`src/rtl/arbiter_pkg.sv`:
```
// Shared definitions for the round-robin timeout arbiter.
//   FLIT_HEADER / FLIT_BODY / FLIT_TAIL : per-port flit type encodings
//   arb_state_e                         : arbiter state (idle or holding a grant)
package arbiter_pkg;

  localparam logic [2:0] FLIT_HEADER = 3'b001;
  localparam logic [2:0] FLIT_BODY   = 3'b010;
  localparam logic [2:0] FLIT_TAIL   = 3'b100;

  typedef enum logic {
    ARB_IDLE  = 1'b0,
    ARB_GRANT = 1'b1
  } arb_state_e;

endpackage

```
`src/rtl/arb_port_timer.sv`:
```
// Per-port packet timer: latches the packet length from header flits and
// counts the cycles the port's current grant has been held.
// Ports:
//   clk, rst  : clock, synchronous active-high reset
//   run       : port currently holds the grant
//   restart   : port is (re)granted at the coming edge; counter returns to 0
//   header    : header flit with request on this port; latch length
//   length    : packet length carried by the header flit
//   timesup   : last allowed cycle of the current grant (len_q == 0 disables)
module arb_port_timer #(
  parameter int LEN_W = 12
) (
  input  logic             clk,
  input  logic             rst,
  input  logic             run,
  input  logic             restart,
  input  logic             header,
  input  logic [LEN_W-1:0] length,
  output logic             timesup
);

  localparam logic [LEN_W-1:0] CNT_MAX = '1;
  localparam logic [LEN_W-1:0] ONE     = LEN_W'(1);

  logic [LEN_W-1:0] len_q;
  logic [LEN_W-1:0] cnt;

  always_ff @(posedge clk) begin
    if (rst) begin
      len_q <= '0;
      cnt   <= '0;
    end else begin
      // A header mid-grant only changes the limit; the running count is kept.
      if (header) len_q <= length;
      if (restart) begin
        cnt <= '0;
      end else if (run && (cnt != CNT_MAX)) begin
        // Saturate so an unlimited grant (len_q == 0) never wraps.
        cnt <= cnt + ONE;
      end
    end
  end

  // Expire on cycle len_q-1 so the grant lasts exactly len_q cycles.
  assign timesup = run && (len_q != '0) && (cnt == (len_q - ONE));

endmodule

```
`src/rtl/rr_timeout_arbiter.sv`:
```
// N-port round-robin arbiter with per-port packet timeout (router output stage).
// Holds a grant while the owner requests, for at most the packet length latched
// from that port's header flit; the next owner is chosen round-robin with the
// previous owner checked last, registered in the same cycle as the release.
// Ports:
//   clk, rst     : clock, synchronous active-high reset
//   req          : per-port request
//   flit_id      : per-port flit type, port i at [i*FLIT_ID_W +: FLIT_ID_W]
//   length       : per-port packet length, sampled on header flits
//   grant        : registered one-hot grant, all-zero when idle
//   grant_id     : binary index of the granted port (valid with grant_valid)
//   grant_valid  : |grant
//   timeout      : one-cycle pulse when a grant is revoked by timer expiry
// Optional feature: define ARB_TAIL_RELEASE_EN to also release the grant on a
// tail flit from the owner (no timeout pulse in that case).
module rr_timeout_arbiter
  import arbiter_pkg::*;
#(
  parameter int N_PORTS   = 5,
  parameter int LEN_W     = 12,
  parameter int FLIT_ID_W = 3
) (
  input  logic                         clk,
  input  logic                         rst,
  input  logic [N_PORTS-1:0]           req,
  input  logic [N_PORTS*FLIT_ID_W-1:0] flit_id,
  input  logic [N_PORTS*LEN_W-1:0]     length,
  output logic [N_PORTS-1:0]           grant,
  output logic [$clog2(N_PORTS)-1:0]   grant_id,
  output logic                         grant_valid,
  output logic                         timeout
);

  localparam int ID_W = $clog2(N_PORTS);

  arb_state_e        state;
  logic [ID_W-1:0]   rr_ptr;
  logic [N_PORTS-1:0] timesup;
  logic [N_PORTS-1:0] tail_vec;
  logic [N_PORTS-1:0] restart;

  logic            release_now;
  logic            expiry;
  logic            load;
  logic            found;
  logic [ID_W-1:0] next_idx;
  logic [ID_W-1:0] base;

  for (genvar i = 0; i < N_PORTS; i++) begin : g_port
    logic hdr;
    assign hdr = req[i] &&
                 (flit_id[i*FLIT_ID_W +: FLIT_ID_W] == FLIT_ID_W'(FLIT_HEADER));

    arb_port_timer #(
      .LEN_W(LEN_W)
    ) u_timer (
      .clk     (clk),
      .rst     (rst),
      .run     (grant[i]),
      .restart (restart[i]),
      .header  (hdr),
      .length  (length[i*LEN_W +: LEN_W]),
      .timesup (timesup[i])
    );

`ifdef ARB_TAIL_RELEASE_EN
    assign tail_vec[i] = req[i] &&
                         (flit_id[i*FLIT_ID_W +: FLIT_ID_W] == FLIT_ID_W'(FLIT_TAIL));
`else
    assign tail_vec[i] = 1'b0;
`endif
  end

  always_comb begin
    release_now = 1'b0;
    expiry      = 1'b0;
    if (state == ARB_GRANT) begin
      release_now = !req[grant_id] || timesup[grant_id] || tail_vec[grant_id];
      // Only a grant the owner still wants counts as revoked by the timer.
      expiry      = timesup[grant_id] && req[grant_id] && !tail_vec[grant_id];
    end

    // Search starts after the current owner (or rr_ptr when idle), so the
    // owner itself is the last candidate.
    base     = (state == ARB_IDLE) ? rr_ptr : grant_id;
    found    = 1'b0;
    next_idx = '0;
    for (int off = 1; off <= N_PORTS; off++) begin
      int idx;
      idx = int'(base) + off;
      if (idx >= N_PORTS) idx = idx - N_PORTS;
      if (!found && req[idx]) begin
        found    = 1'b1;
        next_idx = ID_W'(idx);
      end
    end

    load    = (state == ARB_IDLE) || release_now;
    restart = '0;
    if (load && found) restart[next_idx] = 1'b1;
  end

  always_ff @(posedge clk) begin
    if (rst) begin
      state    <= ARB_IDLE;
      grant    <= '0;
      grant_id <= '0;
      rr_ptr   <= ID_W'(N_PORTS - 1);
      timeout  <= 1'b0;
    end else begin
      timeout <= expiry;
      if (load) begin
        if (found) begin
          state    <= ARB_GRANT;
          grant    <= restart;
          grant_id <= next_idx;
          rr_ptr   <= next_idx;
        end else begin
          state    <= ARB_IDLE;
          grant    <= '0;
          grant_id <= '0;
        end
      end
    end
  end

  assign grant_valid = |grant;

endmodule
```
`config.mk`:
```
export PLATFORM = sky130hd
export DESIGN_NAME = rr_timeout_arbiter
export DESIGN_NICKNAME = d
export VERILOG_FILES = /design/src/rtl/arbiter_pkg.sv /design/src/rtl/arb_port_timer.sv /design/src/rtl/rr_timeout_arbiter.sv
export SDC_FILE = /design/constraint.sdc
export NUM_CORES = 1
export LEC_CHECK = 0
export ABC_AREA = 1
export ABC_CLOCK_PERIOD_IN_PS = 3000
export BUFFER_PORTS_ARGS = -buffer_cell sky130_fd_sc_hd__buf_4
export CORE_UTILIZATION = 55
export DETAILED_ROUTE_END_ITERATION = 8
export PLACE_DENSITY = 0.78
export SLEW_MARGIN = 20
export SYNTH_ARGS = -nofsm -noshare
export SYNTH_HDL_FRONTEND = slang
export SYNTH_HIERARCHICAL = 1
export SYNTH_SLANG_ARGS = --single-unit
```
`constraint.sdc`:
```
create_clock -name clk -period 3 [get_ports clk]
set_input_delay 0.3 -clock clk [delete_from_list [all_inputs] [get_ports clk]]
set_output_delay 0.3 -clock clk [all_outputs]
set_load 0.005 [all_outputs]
```
# Word level (Yosys, flattened, before mapping)
# Memories as Yosys holds them, arrays and structs flattened. A register that Yosys moved wholly into a read port is not among the register bits.
# Index checks and enable logic that the tools add are counted.
classes:
  shift: 0
  n_div: 0
  reduce_logical: 50
  n_eq_ne: 15
  bitwise_logic: 1
  n_mul: 0
  magnitude_cmp: 13
  mux: 45
  add_sub_neg: 20
ops:
  columns: ["cell", "n"]
  rows:
  - ["32-bit by 5-bit < comparator with 1-bit output, second input constant", 5]
  - ["32-bit two-way mux", 5]
  - ["12-bit by 1-bit adder with 12-bit output, second input constant", 5]
  - ["12-bit == test", 5]
  - ["12-bit inequality test, second input constant", 5]
  - ["12-bit nonzero test", 5]
  - ["12-bit by 1-bit subtractor with 12-bit output, second input constant", 5]
  - ["1-bit logical AND", 28]
  - ["3-bit two-way mux", 9]
  - ["4-bit by 3-bit subtractor with 5-bit output, second input constant", 5]
  - ["1-bit binary-select mux with 3-bit select", 7]
  - ["1-bit two-way mux", 21]
  - ["4-bit by 3-bit greater-or-equal comparator with 1-bit output, second input constant", 5]
  - ["3-bit by 1-bit == test with 1-bit output, second input constant", 5]
  - ["2-bit OR reduction", 6]
  - ["5-bit two-way mux", 2]
  - ["3-bit by 2-bit adder with 4-bit output, second input constant", 2]
  - ["3-bit by 3-bit adder with 4-bit output, second input constant", 2]
  - ["3-bit by 4-bit < comparator with 1-bit output, second input constant", 2]
  - ["1-bit logical NOT", 6]
  - ["5-bit OR reduction", 1]
  - ["3-bit by 1-bit adder with 4-bit output, second input constant", 1]
  - ["1-bit demux with 3-bit select", 1]
  - ["3-bit by 1-bit greater-or-equal comparator with 1-bit output, second input constant", 1]
  - ["3 further kinds", 5]
word_totals:
  regBits: 133
  word_cells: 160
  n_memories: 1
  mem_bits_rw: 0
  input_bits: 82
  latchBits: 0
  output_inout_bits: 10
  rom_bits: 8
memory_table:
  columns: ["memory", "words", "width", "read_ports", "rd_ports_with_merged_regs", "write_ports", "line_no", "source"]
  rows:
  - ["(no name shown)", 8, 1, 1, 1, 0, "rr_timeout_arbiter.sv:80", "expiry = timesup[grant_id] && req[grant_id] && !tail_vec[grant_id];"]

# Depth between registers and ports, before layout
logic_depth:
  depth_word: 26
  mapped_depth: 26
  mapped_depth_nobuf: 26

# Modules after synthesis
# Netlist, hierarchy kept.
by_module_without_submodules:
  columns: ["module", "cells_each", "area_each_um2", "seq_area_each_um2", "n_inst"]
  rows:
  - ["arb_port_timer", 236, 1534.0, 480.5, 5]
  - ["rr_timeout_arbiter", 269, 1571.5, 260.2, 1]

# Worst setup path after synthesis
# Ideal clock, no wire load.
synth_timing:
  path_kind: "register to register"
  start: "register state"
  end: "register g_port[1].u_timer.cnt[7]"
  synth_period_minus_slack_ps: 3242
  t_required_ps: 2927
  stages_incl_launch_ff: 22
  arrival_time_ps: 3170
  slack_ps: -242
  n_path_buf: 0
  setup_time_ps: 73
  path_cell_list: "dfxtp_1 -> o21ai_1 -> ha_1 -> nand2_1 -> nand3_2 -> nand2_1 -> nand2_2 -> nand2_1 -> nand3_1 -> nand3_1 -> nand2_2 -> nor2_4 -> nand3_2 -> nor2_4 -> nand3_1 -> nand2_1 -> nor2_2 -> nand2_1 -> inv_1 -> nor2_1 -> inv_1 -> nor3b_2"
synth_between:
  elab_chain_len: 26
  word_cells_on_any_way: 65
  cone_classes: "10 x add/sub; 7 x order compare; 35 x mux; 1 x bitwise; 12 x reduce/logical"
synth_rtl:
  columns: ["element", "line_no", "source"]
  rows:
  - ["start, declared", "rr_timeout_arbiter.sv:36", "arb_state_e state;"]
  - ["start signal, assigned", "rr_timeout_arbiter.sv:105", "state <= ARB_IDLE;"]
  - ["start signal, assigned", "rr_timeout_arbiter.sv:114", "state <= ARB_GRANT;"]
  - ["start signal, assigned", "rr_timeout_arbiter.sv:119", "state <= ARB_IDLE;"]
  - ["3-bit two-way mux", "rr_timeout_arbiter.sv:85", "base = (state == ARB_IDLE) ? rr_ptr : grant_id;"]
  - ["3-bit by 1-bit adder with 4-bit output", "rr_timeout_arbiter.sv:90", "idx = int'(base) + off;"]
  - ["4-bit by 3-bit subtractor with 5-bit output or 4-bit by 3-bit greater-or-equal comparator with 1-bit output (tied branches)", "rr_timeout_arbiter.sv:91", "if (idx >= N_PORTS) idx = idx - N_PORTS;"]
  - ["32-bit two-way mux", "rr_timeout_arbiter.sv:91", null]
  - ["1-bit binary-select mux with 3-bit select", "rr_timeout_arbiter.sv:92", "if (!found && req[idx]) begin"]
  - ["1-bit two-way mux (not written as such) (2 in series)", "rr_timeout_arbiter.sv:92", null]
  - ["1-bit two-way mux", "rr_timeout_arbiter.sv:92", null]
  - ["1-bit logical NOT", "rr_timeout_arbiter.sv:92", null]
  - ["[10 not listed]", null, null]
  - ["3-bit two-way mux", "rr_timeout_arbiter.sv:92", null]
  - ["3-bit by 4-bit < comparator with 1-bit output (not written as such) or 3-bit by 1-bit greater-or-equal comparator with 1-bit output (tied branches)", "rr_timeout_arbiter.sv:100", "if (load && found) restart[next_idx] = 1'b1;"]
  - ["1-bit logical AND (not written as such)", "rr_timeout_arbiter.sv:100", null]
  - ["1-bit two-way mux (not written as such)", "rr_timeout_arbiter.sv:100", null]
  - ["1-bit demux with 3-bit select", "rr_timeout_arbiter.sv:100", null]
  - ["5-bit two-way mux *", "rr_timeout_arbiter.sv:100", null]
  - ["named net restart[1]", "rr_timeout_arbiter.sv:40", "logic [N_PORTS-1:0] restart;"]
  - ["2-bit OR reduction (no source line) *", null, null]
  - ["end signal, assigned", "arb_port_timer.sv:39", "cnt <= cnt + ONE;"]
  - ["end, declared", "arb_port_timer.sv:26", "logic [LEN_W-1:0] cnt;"]
# Mark *: on every way through the listed nets, which the timed path passes. The rest lies on a longest branch. The select of a mux whose other input is x is not followed.
# A chain may end at the register's enable or synchronous reset.

# Final worst setup path
layout_timing:
  start: "register grant_id[1]"
  end: "register g_port[1].u_timer.cnt[6]"
layout_between:
  elab_chain_len: 26
  word_cells_on_any_way: 71
  cone_classes: "10 x add/sub; 7 x order compare; 39 x mux; 15 x reduce/logical"
layout_rtl:
  columns: ["element", "line_no", "source"]
  rows:
  - ["start, declared", "rr_timeout_arbiter.sv:29", "output logic [$clog2(N_PORTS)-1:0] grant_id,"]
  - ["start signal, assigned", "rr_timeout_arbiter.sv:116", "grant_id <= next_idx;"]
  - ["3-bit two-way mux", "rr_timeout_arbiter.sv:85", null]
  - ["3-bit by 1-bit adder with 4-bit output", "rr_timeout_arbiter.sv:90", null]
  - ["4-bit by 3-bit subtractor with 5-bit output or 4-bit by 3-bit greater-or-equal comparator with 1-bit output (tied branches)", "rr_timeout_arbiter.sv:91", null]
  - ["32-bit two-way mux", "rr_timeout_arbiter.sv:91", null]
  - ["1-bit binary-select mux with 3-bit select", "rr_timeout_arbiter.sv:92", null]
  - ["1-bit two-way mux (not written as such) (2 in series)", "rr_timeout_arbiter.sv:92", null]
  - ["1-bit two-way mux", "rr_timeout_arbiter.sv:92", null]
  - ["1-bit logical NOT", "rr_timeout_arbiter.sv:92", null]
  - ["[10 not listed]", null, null]
  - ["3-bit two-way mux", "rr_timeout_arbiter.sv:92", null]
  - ["3-bit by 4-bit < comparator with 1-bit output (not written as such) or 3-bit by 1-bit greater-or-equal comparator with 1-bit output (tied branches)", "rr_timeout_arbiter.sv:100", null]
  - ["1-bit logical AND (not written as such)", "rr_timeout_arbiter.sv:100", null]
  - ["1-bit two-way mux (not written as such)", "rr_timeout_arbiter.sv:100", null]
  - ["1-bit demux with 3-bit select", "rr_timeout_arbiter.sv:100", null]
  - ["5-bit two-way mux *", "rr_timeout_arbiter.sv:100", null]
  - ["named net restart[1]", "rr_timeout_arbiter.sv:40", null]
  - ["2-bit OR reduction (no source line) *", null, null]
# Marked as above.

==> impl_metrics.py <==
metrics = {
    "synthesis": {
        "ys_types": 35,
        "async_flop_share_pct": 0,
        "synth_ff_type": "dfxtp_1",
        "yosysWarnings": 6,
        "syn_nets": 1551,
        "synth_edf_count": 0,
        "yosysMostFrequentCell": "nand2_1",
        "yosys_register_bits": 133,
        "synthCells": 1449,
        "synth_top_cell_by_area": "dfxtp_1",
        "synthTopCellsByCount": "nand2_1, nor2_1, inv_1, dfxtp_1, nand3_1",
        "synth_area_um2": 9241,
        "avgSynthCellArea_um2": 6.378,
        "synth_area_leaders": "dfxtp_1, nand2_1, nor2_1",
        "netlist.area_leader.share_pct": 28.81,
        "synth-seq-area-share_pct": 28.81,
    },
    "route": {
        "drtIter0Drc": 528,
        "drc": 0,
        "antenna_left": 0,
        "wl_per_cell_um": 14.01,
        "vias": 10050,
        "viasPerCell": 5.314,
        "dr.pass1.iters": 6,
        "wl_mm": 26.49,
    },
    "global_route": {
        "gr-usage-all-layers_pct": 29.10,
        "grt_max_degree": 40,
        "grt.overflow.total": 0,
        "antenna_found_initial": 0,
        "grtUsageMet3_pct": 5.131,
        "met2_usage_pct": 52.41,
        "busiest_layer": "met2",
        "grt_pass1_wl_mm": 41.62,
        "use_met1_pct": 33.26,
        "grt_pass1_vias": 9491,
    },
    "die": {
        "ios": 92,
        "chipHeight_um": 131.6,
        "die_area_um2": 17330,
        "num_rows": 47,
        "fp.coreArea_um2": 16470,
        "start_util_pct": 56.12,
        "die_w_um": 131.6,
    },
    "sta": {
        "final_max_slew_viol_count": 0,
        "fmax_mhz": 316.4,
        "period_needed_ns": 3.160,
        "worst_slack_ns": -0.1603,
        "setup_violations": 43,
        "period_share_pct": 105.3,
        "worst_pin_slew_ns": 0.6305,
        "hold-worst-slack_ns": 0.1293,
        "rsz0062_at_grt": "yes",
        "relSlewSlack_pct": 57.64,
        "skew_ns": 0.009245,
        "hold_viol": 0,
    },
    "place": {
        "post-dp-hpwl_mm": 18.14,
        "place_area_um2": 10790,
        "port_buffers": 91,
        "gp_congestion": 0.8726,
    },
    "clock_tree": {
        "cts.sinks": 133,
        "htreeDepth": 4,
        "ctsLongestPathBuffers": 2,
        "cts_buffers": 17,
        "clk_pin_slew_ns": 0.06,
        "clk_latency_ns": 0.43,
        "clockRootBuffer": "clkbuf_16",
        "cts_tree": "done",
    },
    "cells_and_area": {
        "multiInputGateArea_um2": 6387,
        "antenna_cells": 0,
        "seqCellArea_um2": 2678,
        "fin_nets": 1760,
        "syn2layout_area_growth_pct": 32.36,
        "drive_above_1_share_pct": 29.02,
        "fill_cells": 1273,
        "fin_area_um2": 12230,
    },
    "min_path": {
        "hold_start": "length[35]",
        "hp-class": "input port to flip-flop",
    },
    "setup_path": {
        "cp.required_ns": 3.32,
        "cp-start-kind": "flip-flop",
        "end_kind": "flip-flop",
        "cp.arrival_ns": 3.48,
        "r2r-start": "grant_id[1]",
        "path_class": "flip-flop to flip-flop",
        "startpoint": "grant_id[1]",
        "crit_path_max_fanout": 7,
    },
    "pwr": {
        "vdd.ir_drop.worst_v": 0.0007737,
        "leakagePower_nw": 5.577,
        "power_density_nw_per_um2": 952.2,
    },
    "status": {
        "violations": "setup timing",
        "status": "complete, but fails checks",
    },
    "job": {
        "drv_cap": 0,
    },
}
==> flip-flops by register name (all words and copies together), names as in the netlist <==
signal and count:
grant_id 3, grant 5, g_port.u_timer/cnt 60, timeout 1
g_port.u_timer/len_q 60, state 1, rr_ptr 3
==> cell type report <==
type | instances | area share, %
multi-input cells | 1116 | 52.22
inverters | 183 | 5.687
well taps | 220 | 2.250
clock buffers | 21 | 3.928
clock inverters | 11 | 0.8183
flip-flops and latches | 133 | 21.89
repair buffers | 207 | 13.21
==> placed cells by master (no fill, tap or decap), types with 10 or more instances in the layout <==
cell	n
ha_4	10
nand2_4	19
inv_2	33
a211oi_1	35
ha_1	10
nor2_4	19
nor2_1	201
clkbuf_16	17
o21ai_0	30
buf_6	13
xnor2_1	20
nand3_1	110
o21ai_1	12
inv_1	142
nand2_2	42
o21ai_2	11
nor2_2	23
nand2_1	360
xor2_1	25
buf_4	193
nand3_2	15
dfxtp_1	123
a21oi_2	23
a21oi_1	68
nor3_1	28
==> critical path, cell delays in order, from the launching register on <==
cell	delay [ns]
dfxtp_2	0.34
inv_2	0.07
nand2_1	0.13
o21ai_4	0.11
ha_4	0.29
inv_2	0.05
nor2_1	0.13
nand2_2	0.10
nand3_4	0.12
nand3_4	0.11
nand2_2	0.11
nand2_1	0.07
nand3_2	0.08
nand2_2	0.05
nand2_2	0.09
nand4_1	0.19
nor2_2	0.20
nor2_4	0.06
a21oi_2	0.16
buf_4	0.15
nand2_4	0.06
inv_2	0.07
nor2_4	0.04
buf_6	0.16
nand2_2	0.07
nor2_1	0.04
==> cell families after synthesis <==
family	count (synthesis)	share of synthesized area, %
buffers and inverters	200	8.611
adder cells (fa/ha/maj)	20	2.708
AND/OR/NAND/NOR	860	42.40
flip-flops	133	28.81
XOR/XNOR	50	5.483
AO/OA/AOI/OAI	186	11.98
==> path summary, 6_finish.rpt <==
check / slack, ns / cells after the start / endpoint
hold reg to reg: 0.49 / 2 / g_port[4].u_timer/len_q[10]
hold / removal: 0.13 / 3 / g_port[2].u_timer/len_q[11]
setup reg to reg: -0.16 / 25 / g_port[1].u_timer/cnt[6]
setup / recovery: -0.16 / 25 / g_port[1].u_timer/cnt[6]
==> per-stage QoR <==
| stage | instances | setup TNS (ns) | total power, mW | setup slack (ns) | utilization (%) |
|---|---|---|---|---|---|
| 2_1_floorplan | 1449 | -0.03163 | 5.372 | -0.03163 | - |
| 3_3_place_gp | 1832 | -7.521 | 7.200 | -0.2815 | 65.52 |
| 3_5_place_dp | 1832 | -16.13 | 7.362 | -0.5041 | 65.52 |
| 4_1_cts | 1873 | -0.08231 | 10.33 | -0.04599 | 70.90 |
| 5_1_grt | 1891 | -13.78 | 12.34 | -0.3288 | 74.29 |
| 6_report | 1891 | -4.237 | 11.65 | -0.1603 | 74.29 |
==> routing by layer <==
layer	vias to the layer above	wire length [um]
li1	5079	-
met3	90	1294
met2	343	13420
met4	0	1027
met5	-	0
met1	4536	10750
==> report_power, final <==
| part | total (mW) | switching [mW] | leakage (nW) | internal [mW] |
|---|---|---|---|---|
| logic | 7.57 | 4.30 | 4.21 | 3.27 |
| registers | 2.04 | 0.134 | 1.08 | 1.91 |
| clock network | 2.04 | 0.811 | 0.285 | 1.23 |
| total | 11.6 | 5.25 | 5.58 | 6.40 |
==> repair_timing <==
action                     4_1_cts  5_1_grt
pin swaps                       23       91
resized for setup               64      119
setup endpoints to repair       60       68
hold buffers                     0        0
setup buffers                    9       19
Note: power is estimated with default switching activity, not from simulation.
